## config.mk

```make
export PLATFORM = sky130hd
export DESIGN_NAME = lpc_product_decoder
export DESIGN_NICKNAME = d
export VERILOG_FILES = /design/src/rtl/lpc_product_decoder_pkg.sv /design/src/rtl/lpc_syndrome.sv /design/src/rtl/lpc_product_decoder.sv
export SDC_FILE = /design/constraint.sdc
export NUM_CORES = 1
export LEC_CHECK = 0
export ABC_AREA = 1
export CAP_MARGIN = 40
export CORE_AREA = 10 10 187 189
export DETAILED_ROUTE_END_ITERATION = 8
export DIE_AREA = 0 0 197 199
export GPL_ROUTABILITY_DRIVEN = 0
export GPL_TIMING_DRIVEN = 1
export PLACE_DENSITY = 0.55
export SLEW_MARGIN = 20
export SYNTH_ARGS = -nofsm -noshare
export SYNTH_HDL_FRONTEND = slang
export SYNTH_SLANG_ARGS = --single-unit
```

## constraint.sdc

```tcl
create_clock -name ACLK -period 6.6 [get_ports ACLK]
set_input_delay 1.65 -clock ACLK [delete_from_list [all_inputs] [get_ports ACLK]]
set_output_delay 1.65 -clock ACLK [all_outputs]
set_load 0.1 [all_outputs]
```

## src/rtl/lpc_product_decoder_pkg.sv

```systemverilog
// Shared definitions for the row/column product-parity (LPC) code:
// status encodings and coded-word layout helpers.
package lpc_pkg;

  typedef enum logic [1:0] {
    LPC_CLEAN     = 2'b00,
    LPC_CORR_DATA = 2'b01,
    LPC_CORR_PAR  = 2'b10,
    LPC_UNCORR    = 2'b11
  } lpc_status_e;

  function automatic int lpc_coded_w(input int rows, input int cols);
    return rows * cols + rows + cols;
  endfunction

  function automatic int lpc_row_par_idx(input int rows, input int cols, input int r);
    return rows * cols + r;
  endfunction

  function automatic int lpc_col_par_idx(input int rows, input int cols, input int c);
    return rows * cols + rows + c;
  endfunction

endpackage

```

## src/rtl/lpc_syndrome.sv

```systemverilog
// Row and column syndromes of one LPC coded word (even parity, zero = consistent).
// Purely combinational; also usable for parity generation with parity bits tied to 0.
module lpc_syndrome
  import lpc_pkg::*;
#(
  parameter int ROWS = 8,
  parameter int COLS = 8
) (
  input  logic [lpc_coded_w(ROWS, COLS)-1:0] i_code,
  output logic [ROWS-1:0]                    o_rs,
  output logic [COLS-1:0]                    o_cs
);

  // XOR every data bit into its row and column, then fold in the parity bits
  always_comb begin
    o_rs = '0;
    o_cs = '0;
    for (int r = 0; r < ROWS; r++) begin
      for (int c = 0; c < COLS; c++) begin
        o_rs[r] = o_rs[r] ^ i_code[r * COLS + c];
        o_cs[c] = o_cs[c] ^ i_code[r * COLS + c];
      end
    end
    for (int r = 0; r < ROWS; r++) begin
      o_rs[r] = o_rs[r] ^ i_code[lpc_row_par_idx(ROWS, COLS, r)];
    end
    for (int c = 0; c < COLS; c++) begin
      o_cs[c] = o_cs[c] ^ i_code[lpc_col_par_idx(ROWS, COLS, c)];
    end
  end

endmodule

```

## src/rtl/lpc_product_decoder.sv

```systemverilog
// Two-stage AXI4-Stream LPC decoder: S1 registers beat + syndromes, S2 registers
// the corrected block and status. Saturating correction/uncorrectable counters.
module lpc_product_decoder
  import lpc_pkg::*;
#(
  parameter int ROWS        = 8,
  parameter int COLS        = 8,
  parameter int CW          = 16,
  parameter int DROP_UNCORR = 0
) (
  input  logic                               ACLK,
  input  logic                               ARESET_N,
  input  logic [lpc_coded_w(ROWS, COLS)-1:0] TDATA,
  input  logic                               TVALID,
  output logic                               TREADY,
  input  logic                               TUSER,
  input  logic                               TLAST,
  output logic [ROWS*COLS-1:0]               OUT_DECODED,
  output logic                               OUT_VALID,
  input  logic                               OUT_READY,
  output logic                               OUT_LAST,
  output logic                               OUT_USER,
  output logic [1:0]                         OUT_STATUS,
  output logic [CW-1:0]                      CNT_CORR,
  output logic [CW-1:0]                      CNT_UNCORR,
  input  logic                               CNT_CLR
);

  localparam int N = ROWS * COLS;

  logic [ROWS-1:0] w_rs;
  logic [COLS-1:0] w_cs;

  logic            r_s1_valid;
  logic [N-1:0]    r_s1_data;
  logic [ROWS-1:0] r_s1_rs;
  logic [COLS-1:0] r_s1_cs;
  logic            r_s1_user;
  logic            r_s1_last;

  logic            r_s2_valid;
  logic [N-1:0]    r_s2_data;
  lpc_status_e     r_s2_status;
  logic            r_s2_user;
  logic            r_s2_last;

  logic [CW-1:0]   r_cnt_corr;
  logic [CW-1:0]   r_cnt_uncorr;

  logic            w_s2_load;
  logic            w_s1_load;
  logic            w_hs_out;
  logic            w_drop;
  logic            w_dropped;
  logic            w_rs_zero;
  logic            w_rs_one;
  logic            w_cs_zero;
  logic            w_cs_one;
  lpc_status_e     w_status;
  logic [N-1:0]    w_flip;
  logic [N-1:0]    w_dec;
  logic [1:0]      w_inc_corr;
  logic [1:0]      w_inc_uncorr;
  logic [CW-1:0]   w_corr_next;
  logic [CW-1:0]   w_uncorr_next;

  function automatic logic [CW-1:0] sat_add(input logic [CW-1:0] cnt, input logic [1:0] inc);
    logic [CW:0] sum;
    sum = {1'b0, cnt} + (CW+1)'(inc);
    if (sum[CW]) begin
      return {CW{1'b1}};
    end else begin
      return sum[CW-1:0];
    end
  endfunction

  lpc_syndrome #(
    .ROWS(ROWS),
    .COLS(COLS)
  ) u_syndrome (
    .i_code(TDATA),
    .o_rs  (w_rs),
    .o_cs  (w_cs)
  );

  assign w_s2_load = ~r_s2_valid | OUT_READY;
  assign w_s1_load = ~r_s1_valid | w_s2_load;
  assign TREADY    = w_s1_load;
  assign w_hs_out  = r_s2_valid & OUT_READY;

  // Popcount classes 0 / exactly-1 / more via the clear-lowest-set-bit trick
  always_comb begin
    w_rs_zero = ~|r_s1_rs;
    w_cs_zero = ~|r_s1_cs;
    w_rs_one  = ~w_rs_zero && ((r_s1_rs & (r_s1_rs - ROWS'(1))) == '0);
    w_cs_one  = ~w_cs_zero && ((r_s1_cs & (r_s1_cs - COLS'(1))) == '0);
    if (w_rs_zero && w_cs_zero) begin
      w_status = LPC_CLEAN;
    end else if (w_rs_one && w_cs_one) begin
      w_status = LPC_CORR_DATA;
    end else if ((w_rs_one && w_cs_zero) || (w_rs_zero && w_cs_one)) begin
      w_status = LPC_CORR_PAR;
    end else begin
      w_status = LPC_UNCORR;
    end
  end

  // With one row and one column flagged, the outer product marks exactly the bad bit
  always_comb begin
    w_flip = '0;
    for (int r = 0; r < ROWS; r++) begin
      for (int c = 0; c < COLS; c++) begin
        w_flip[r * COLS + c] = r_s1_rs[r] & r_s1_cs[c];
      end
    end
    if (w_status == LPC_CORR_DATA) begin
      w_dec = r_s1_data ^ w_flip;
    end else begin
      w_dec = r_s1_data;
    end
  end

  assign w_drop    = (DROP_UNCORR != 0) && (w_status == LPC_UNCORR) && !r_s1_last;
  assign w_dropped = r_s1_valid & w_s2_load & w_drop;

  always_comb begin
    w_inc_corr    = {1'b0, w_hs_out && ((r_s2_status == LPC_CORR_DATA) || (r_s2_status == LPC_CORR_PAR))};
    w_inc_uncorr  = {1'b0, w_hs_out && (r_s2_status == LPC_UNCORR)} + {1'b0, w_dropped};
    w_corr_next   = sat_add(r_cnt_corr, w_inc_corr);
    w_uncorr_next = sat_add(r_cnt_uncorr, w_inc_uncorr);
  end

  // Stage 1: captured input beat and its syndromes
  always_ff @(posedge ACLK or negedge ARESET_N) begin
    if (!ARESET_N) begin
      r_s1_valid <= 1'b0;
      r_s1_data  <= '0;
      r_s1_rs    <= '0;
      r_s1_cs    <= '0;
      r_s1_user  <= 1'b0;
      r_s1_last  <= 1'b0;
    end else if (w_s1_load) begin
      r_s1_valid <= TVALID;
      r_s1_data  <= TDATA[N-1:0];
      r_s1_rs    <= w_rs;
      r_s1_cs    <= w_cs;
      r_s1_user  <= TUSER;
      r_s1_last  <= TLAST;
    end
  end

  // Stage 2: output register; a dropped beat leaves it empty
  always_ff @(posedge ACLK or negedge ARESET_N) begin
    if (!ARESET_N) begin
      r_s2_valid  <= 1'b0;
      r_s2_data   <= '0;
      r_s2_status <= LPC_CLEAN;
      r_s2_user   <= 1'b0;
      r_s2_last   <= 1'b0;
    end else if (w_s2_load) begin
      r_s2_valid  <= r_s1_valid & ~w_drop;
      r_s2_data   <= w_dec;
      r_s2_status <= w_status;
      r_s2_user   <= r_s1_user;
      r_s2_last   <= r_s1_last;
    end
  end

  // Error counters; clear wins over a same-cycle increment
  always_ff @(posedge ACLK or negedge ARESET_N) begin
    if (!ARESET_N) begin
      r_cnt_corr   <= '0;
      r_cnt_uncorr <= '0;
    end else if (CNT_CLR) begin
      r_cnt_corr   <= '0;
      r_cnt_uncorr <= '0;
    end else begin
      r_cnt_corr   <= w_corr_next;
      r_cnt_uncorr <= w_uncorr_next;
    end
  end

  assign OUT_VALID   = r_s2_valid;
  assign OUT_DECODED = r_s2_data;
  assign OUT_STATUS  = r_s2_status;
  assign OUT_USER    = r_s2_user;
  assign OUT_LAST    = r_s2_last;
  assign CNT_CORR    = r_cnt_corr;
  assign CNT_UNCORR  = r_cnt_uncorr;

endmodule

```

==> results of run 1 <==
-- Yosys cell counts (4+ instances only) --
cell / number / share of area
sky130_fd_sc_hd__nor2_2: 4 / 0.0023
sky130_fd_sc_hd__inv_2: 5 / 0.0017
sky130_fd_sc_hd__xor2_1: 111 / 0.090
sky130_fd_sc_hd__or2_2: 18 / 0.010
sky130_fd_sc_hd__ha_1: 5 / 0.0058
sky130_fd_sc_hd__xnor2_1: 66 / 0.054
sky130_fd_sc_hd__buf_4: 14 / 0.0098
sky130_fd_sc_hd__dfrtp_1: 184 / 0.43
sky130_fd_sc_hd__nor3_1: 10 / 0.0047
sky130_fd_sc_hd__buf_1: 5 / 0.0017
sky130_fd_sc_hd__nor2_1: 26 / 0.0091
sky130_fd_sc_hd__clkbuf_1: 25 / 0.0087
sky130_fd_sc_hd__o21ai_0: 76 / 0.035
sky130_fd_sc_hd__buf_2: 27 / 0.013
sky130_fd_sc_hd__nand3_1: 110 / 0.051
sky130_fd_sc_hd__a21oi_1: 21 / 0.0098
sky130_fd_sc_hd__nand4_1: 5 / 0.0029
sky130_fd_sc_hd__nand2_1: 599 / 0.21
sky130_fd_sc_hd__inv_1: 124 / 0.043
-- flip-flops by register name, summed over array words and instances, names as in the netlist, 2 cells and up --
name,count
r_s1_data,64
OUT_STATUS,2
OUT_DECODED,64
r_s1_rs,8
r_s1_cs,8
CNT_UNCORR,16
CNT_CORR,16
-- layer usage --
metal / wire, um / vias to the layer above / track usage / part of all wire
met5: 18 / - / 0 / 0.00051
met4: 561 / 2 / 0.0487 / 0.016
met3: 2060 / 34 / 0.0443 / 0.059
met2: 16400 / 221 / 0.288 / 0.47
met1: 15900 / 4668 / 0.238 / 0.46
li1: - / 4938 / - / -
-- cells by family (layout without fill, tap and decap cells) --
kind of cell / count (synthesis) / count (layout) / synth area share
buffers and inverters: 200 / 461 / 0.0778
DFF: 184 / 184 / 0.428
AOI/OAI and AO/OA: 104 / 104 / 0.0494
adders and majority gates: 5 / 5 / 0.00582
xor gates and xnor gates: 177 / 177 / 0.144
and+or+nand+nor: 778 / 778 / 0.295
-- metrics by stage --
step / power, mW / utilization / std cells / worst slack, ns
floorplan: 2.42 / - / 1448 / 2.22
global placement: 2.84 / 0.413 / 1975 / 1.62
detailed placement: 3.19 / 0.483 / 2077 / 1.63
CTS: 4.22 / 0.501 / 2108 / 1.61
global route: 4.40 / 0.502 / 2111 / 1.46
finish: 4.18 / 0.502 / 2111 / 1.61
-- worst min-delay path: cells and delay by family (launching register included) --
family           cells  cell delay (ns)
and+or+nand+nor      2             0.10
DFF                  1             0.34
-- where the power goes --
group	internal (mW)	switching, mW
sequential	1.26	0.200
clock	0.533	0.486
combinational	0.685	1.02
-- final cells by class --
cell class	instances	area [sq um]
Fill cell	2944	15500
Multi-Input combinational cell	1064	5340
Sequential cell	184	4600
Timing Repair Buffer	301	4190
Tap cell	402	503
Inverter	129	485
Clock buffer	18	439
Clock inverter	13	123
-- worst max-delay path by stage --
stage,to,slack [ns],cells after the start
after floorplan,TREADY,2.22,6
after global placement,TREADY,1.62,6
after detailed placement,TREADY,1.63,6
after CTS,TREADY,1.61,6
after global routing,TREADY,1.46,6
final,TREADY,1.61,6
==> implementation parameters, run 1 <==
Parameter                              Value

Synth
  #FFs+latches synth ... around 180
  Synth Flop Type ... sky130_fd_sc_hd__dfrtp_1
  Netlist area before placement ... approximately 0.011 sq mm
  Number of enable-type register cells in the synthesized netlist ... 0
  Mapped Nets ... between 1.5k and 2k
  Count of yosys warnings during synthesis ... 0
  Share of synthesized flip-flops with an asynchronous set or reset ... 1.00
  Portion of the post-synthesis area used by sequential elements ... 0.428
  Post-synthesis cell count ... between 1k and 1.5k
  Count of unique library cells instantiated by Yosys ... 29
  Average instance area after synthesis ... 7.43 sq um

Global routing
  Initial antenna violation count ... 1
  Global-route wire length before repair ... 55400 um
  Via count of the first global-routing pass ... roughly 9.7k
  Total routing resource utilization after global routing ... 0.180
  Total congestion overflow ... 0
  Largest net degree at the start of global routing ... slightly below 100

Clock network
  Buffer type at the clock tree root ... sky130_fd_sc_hd__clkbuf_16
  Count of H-tree levels built during CTS ... 4
  Number of buffers on the longest clock path ... 2
  CTS Sinks ... between 150 and 200
  Clock tree from TritonCTS ... yes
  Worst-path clk slew ... roughly 0.060 ns
  Resized Gates After CTS ... 0
  CTS Hold Buffers Added ... 0
  Number of setup buffers added after CTS ... 0
  Number of buffers inserted during clock tree synthesis ... 17
  Later-pin clock latency in the skew report ... 0.44 ns

Drt
  Remaining number of nets flagged by the antenna check after routing ... 0
  DR WL/cell ... 16.6 um
  Via Count ... slightly below 10k
  Total wire length ... between 30000 and 40000 um
  Number of violations reported at the end of detailed-routing iteration 0 ... between 600 and 700
  DRC violation count after routing ... 0
  Via density per instance ... roughly 4.7
  First drt pass iteration count ... 6

Worst setup path
  Crit. Startpoint ... OUT_READY
  R2R setup slack ... approximately 3.8 ns
  CP max-delay cell ... sky130_fd_sc_hd__clkdlybuf4s50_1
  Critical setup path kind ... in -> out
  Maximum single-stage delay on the critical path ... around 0.50 ns
  Startpoint of the most critical register-to-register path ... OUT_STATUS[0]
  Required time at the endpoint of the critical path ... 4.95 ns
  Critical Path Fanout Max ... 43
  Endpoint of the most critical register-to-register path ... CNT_CORR[14]
  WP data arrival ... around 3.3 ns
  Buffers and inverters on the worst path ... 4
  Sort of element at the end of the critical path ... output pin
  R2R depth ... 10
  Cell Chain, Critical Path ... clkdlybuf4s50_1 -> nor2_4 -> inv_2 -> nor2_4 -> clkinv_2 -> buf_12
  Crit start category ... input pin
  Critical Path Most Common Cell ... sky130_fd_sc_hd__nor2_4
  Cell type group with the largest total delay on the critical path ... buffers and inverters

STA
  Maximum clock rate ... between 0.2 and 0.25 GHz
  Setup Skew ... around 0.015 ns
  Slew at the pin with the worst max-slew slack ... about 0.84 ns
  Worst slack on hold paths ... around 0.48 ns
  Number of setup violations in the final report ... 0
  Final Hold Violating Endpoints ... 0
  Relative slew margins ... 0.442
  Total Negative Setup Slacks ... 0 ns
  Minimum clock period after layout ... approximately 5.0 ns
  Unrepaired setup endpoints after global routing ... false
  Part of the cycle the worst path needs ... 0.756
  Count of pins over their slew limit ... 0

Min path
  Number of instances on the worst hold path ... 2
  Worst hold path class ... reg -> reg
  Min-Delay Endpoint ... OUT_DECODED[53]
  Beginning of the worst hold path ... OUT_DECODED[53]

Floorplanning
  IO Count ... between 150 and 200
  Horizontal extent of the die ... between 150 and 200 um
  DIE HEIGHT ... ~200 um
  Starting density of the core ... 0.344
  Area of the core region ... around 0.031 sq mm
  Number of rows in the core area ... 65
  Floorplan die area ... around 0.04 sq mm

Place
  Number of buffer cells added on primary ports ... 188
  Detailed-placement wirelength estimate ... around 25000 um
  Placed standard-cell area ... approximately 0.015 sq mm

Run status
  Status ... complete, no violations

Final layout
  Most frequent standard cell in the layout excluding fill and tap cells ... sky130_fd_sc_hd__nand2_1
  Layout cell share with drive strength beyond 1 ... 0.104
  Commonest cells after routing, fill and taps aside ... sky130_fd_sc_hd__nand2_1, sky130_fd_sc_hd__clkdlybuf4s50_1, sky130_fd_sc_hd__dfrtp_1, sky130_fd_sc_hd__inv_1, sky130_fd_sc_hd__xor2_1
  Area growth syn-to-layout ... 45.9%
  Diodes inserted ... 0
  Final Instance Area ... 0.0157 sq mm
  Final net count ... 1789

Power and ir drop
  Leakage component of the power ... between 7 and 8 nW
  Power density normalized to cell area ... ~270 mW/mm^2
  Worst ir drop on vdd ... roughly 200 uV

Job
  Max-capacitance violation count ... 0
Note: power is estimated with default switching activity, not from simulation.
==> inputs of run 2 (changes only) <==
==> constraint.sdc (replaced) <==
create_clock -name ACLK -period 4.7 [get_ports ACLK]
set_input_delay 1.175 -clock ACLK [delete_from_list [all_inputs] [get_ports ACLK]]
set_output_delay 1.175 -clock ACLK [all_outputs]
set_load 0.1 [all_outputs]
==> implementation parameters, run 2 (synthesized netlist as in run 1, its figures left out) <==
Parameter                              Value

STA
  Slew at the pin with the worst max-slew slack ... 0.884 ns (was 0.838 ns)
  Maximum clock rate ... around 0.29 GHz
  Minimum clock period after layout ... 3.50 ns
  Total Negative Setup Slacks ... 0 ns (unchanged)
  Part of the cycle the worst path needs ... 0.744
  Count of pins over their slew limit ... 0 (unchanged)
  Number of setup violations in the final report ... 0 (unchanged)
  Final Hold Violating Endpoints ... 0 (unchanged)
  Unrepaired setup endpoints after global routing ... false (unchanged)
  Setup Skew ... 0.0206 ns (was 0.0153 ns)
  Worst slack on hold paths ... 0.477 ns (was 0.478 ns)
  Relative slew margins ... 0.411 (was 0.442)

Min path
  Min-Delay Endpoint ... OUT_DECODED[52] (was OUT_DECODED[53])
  Number of instances on the worst hold path ... 2 (unchanged)
  Worst hold path class ... reg -> reg (unchanged)
  Beginning of the worst hold path ... OUT_DECODED[52] (was OUT_DECODED[53])

Worst setup path
  R2R depth ... 11 (was 10)
  Critical setup path kind ... in -> out (unchanged)
  Cell type group with the largest total delay on the critical path ... buffers and inverters (unchanged)
  Critical Path Fanout Max ... 3 (was 43)
  Startpoint of the most critical register-to-register path ... r_s1_cs[1] (was OUT_STATUS[0])
  Crit start category ... input pin (unchanged)
  Buffers and inverters on the worst path ... 4 (unchanged)
  WP data arrival ... 2.32 ns (was 3.34 ns)
  Cell Chain, Critical Path ... clkdlybuf4s50_1 -> nor2_4 -> inv_2 -> nor2_4 -> clkinv_2 -> buf_12 (unchanged)
  R2R setup slack ... 1.68 ns (was 3.82 ns)
  Maximum single-stage delay on the critical path ... 0.49 ns (was 0.50 ns)
  Sort of element at the end of the critical path ... output pin (unchanged)
  Required time at the endpoint of the critical path ... 3.52 ns (was 4.95 ns)
  Critical Path Most Common Cell ... sky130_fd_sc_hd__nor2_4 (unchanged)
  CP max-delay cell ... sky130_fd_sc_hd__clkdlybuf4s50_1 (unchanged)
  Endpoint of the most critical register-to-register path ... OUT_DECODED[16] (was CNT_CORR[14])

Global routing
  Global-route wire length before repair ... 57200 um (was 55400 um)
  Via count of the first global-routing pass ... 9973 (was 9709)
  Total routing resource utilization after global routing ... 0.185 (was 0.180)
  Total congestion overflow ... 0 (unchanged)
  Initial antenna violation count ... 2 (was 1)
  Largest net degree at the start of global routing ... 72 (was 97)

Drt
  Via Count ... 9953 (was 9863)
  DRC violation count after routing ... 0 (unchanged)
  First drt pass iteration count ... 5 (was 6)
  Via density per instance ... 4.72 (was 4.67)
  Remaining number of nets flagged by the antenna check after routing ... 0 (unchanged)
  Total wire length ... 35400 um (was 35000 um)
  DR WL/cell ... 16.8 um (was 16.6 um)
  Number of violations reported at the end of detailed-routing iteration 0 ... 647 (was 641)

Final layout
  Number of standard cells in the layout, taps in and fillers out ... 2110 (was 2111)
  Most frequent standard cell in the layout excluding fill and tap cells ... sky130_fd_sc_hd__nand2_1 (unchanged)
  Final net count ... 1790 (was 1789)
  Diodes inserted ... 0 (unchanged)
  Area growth syn-to-layout ... 45.2% (was 45.9%)
  Commonest cells after routing, fill and taps aside ... sky130_fd_sc_hd__nand2_1, sky130_fd_sc_hd__clkdlybuf4s50_1, sky130_fd_sc_hd__dfrtp_1, sky130_fd_sc_hd__inv_1, sky130_fd_sc_hd__xor2_1 (unchanged)
  Layout cell share with drive strength beyond 1 ... 0.102 (was 0.104)

Clock network
  Resized Gates After CTS ... 0 (unchanged)
  Buffer type at the clock tree root ... sky130_fd_sc_hd__clkbuf_16 (unchanged)
  Number of setup buffers added after CTS ... 0 (unchanged)
  Count of H-tree levels built during CTS ... 4 (unchanged)
  Clock tree from TritonCTS ... yes (unchanged)
  Number of buffers inserted during clock tree synthesis ... 17 (unchanged)
  CTS Hold Buffers Added ... 0 (unchanged)
  Number of buffers on the longest clock path ... 2 (unchanged)
  Later-pin clock latency in the skew report ... 0.44 ns (about the same)
  Worst-path clk slew ... 0.06 ns (about the same)
  CTS Sinks ... 184 (unchanged)

Job
  Max-capacitance violation count ... 0 (unchanged)

Floorplanning
  Number of rows in the core area ... 65 (unchanged)
  DIE HEIGHT ... 199 um (unchanged)
  IO Count ... 189 (unchanged)
  Area of the core region ... 0.0312 sq mm (unchanged)
  Horizontal extent of the die ... 197 um (unchanged)
  Starting density of the core ... 0.344 (unchanged)
  Floorplan die area ... 0.0392 sq mm (unchanged)

Power and ir drop
  Worst ir drop on vdd ... 245 uV (was 197 uV)
  Power density normalized to cell area ... 373 mW/mm^2 (was 267 mW/mm^2)
  Leakage component of the power ... 7.62 nW (was 7.68 nW)
  Design Power ... 5.82 mW (was 4.18 mW)

Run status
  Status ... complete, no violations (unchanged)

Place
  Instance count after placement with tap cells included ... 2081 (was 2077)
  Detailed-placement wirelength estimate ... 25300 um (was 24500 um)
  Number of buffer cells added on primary ports ... 188 (unchanged)
## run 2: cell types whose count changed in the layout (fill, tap and decap cells not counted), sizes merged
| cell | delta |
|---|---|
| clkinv | -5 |
| clkinvlp | +3 |
| buf | +1 |
| clkbuf | +1 |
| inv | -1 |
## run 2: where the power goes
part           total [mW]  internal, mW  switching [mW]  leakage [nW]
Sequential           2.05          1.77           0.280          2.27
Clock                1.39         0.739           0.648         0.250
Combinational        2.38         0.950            1.43          5.09
Total                5.82          3.46            2.36          7.62
## run 2: cell type report
class,count,area [sq um]
clock buffer,19,443
sequential,184,4600
inverter,129,485
clock inverter,10,98.8
fill,3010,15600
multi-input combinational,1064,5340
tap,402,503
timing repair buffer,302,4140
## run 2: worst reg2reg max path: stages, from the launching register on
cell and delay, ns:
sky130_fd_sc_hd__dfrtp_1 0.92, sky130_fd_sc_hd__inv_1 0.09, sky130_fd_sc_hd__nand2_1 0.11, sky130_fd_sc_hd__nor2_1 0.07
sky130_fd_sc_hd__a31oi_1 0.24, sky130_fd_sc_hd__nor2_4 0.07, sky130_fd_sc_hd__nand2_2 0.43, sky130_fd_sc_hd__buf_4 0.56
sky130_fd_sc_hd__nand2_1 0.15, sky130_fd_sc_hd__nand2_1 0.12, sky130_fd_sc_hd__nand2_1 0.10, sky130_fd_sc_hd__nand2_1 0.10
## run 2: per-layer routing
layer	GRT usage	part of all wire	vias to the layer above
met5	0	0.00076	-
met4	0.0433	0.014	4
met3	0.0409	0.058	34
met2	0.297	0.47	234
met1	0.248	0.45	4742
li1	-	-	4939
## run 2: worst max-delay path by stage
stage,start,cells past startpoint,endpoint
floorplan,OUT_READY,6,TREADY
global placement,OUT_READY,10,CNT_CORR[13]
detailed placement,OUT_READY,10,CNT_CORR[13]
CTS,OUT_READY,6,TREADY
global route,OUT_READY,10,CNT_CORR[13]
finish,OUT_READY,6,TREADY
## run 2: metrics by stage
| step | cell area, sq um | worst slack, ns | util |
|---|---|---|---|
| floorplan | 10800 | 1.27 | - |
| global placement | 12900 | 0.975 | 0.414 |
| detailed placement | 15100 | 0.896 | 0.482 |
| CTS | 15600 | 1.18 | 0.500 |
| global route | 15600 | 1.10 | 0.500 |
| finish | 15600 | 1.20 | 0.500 |
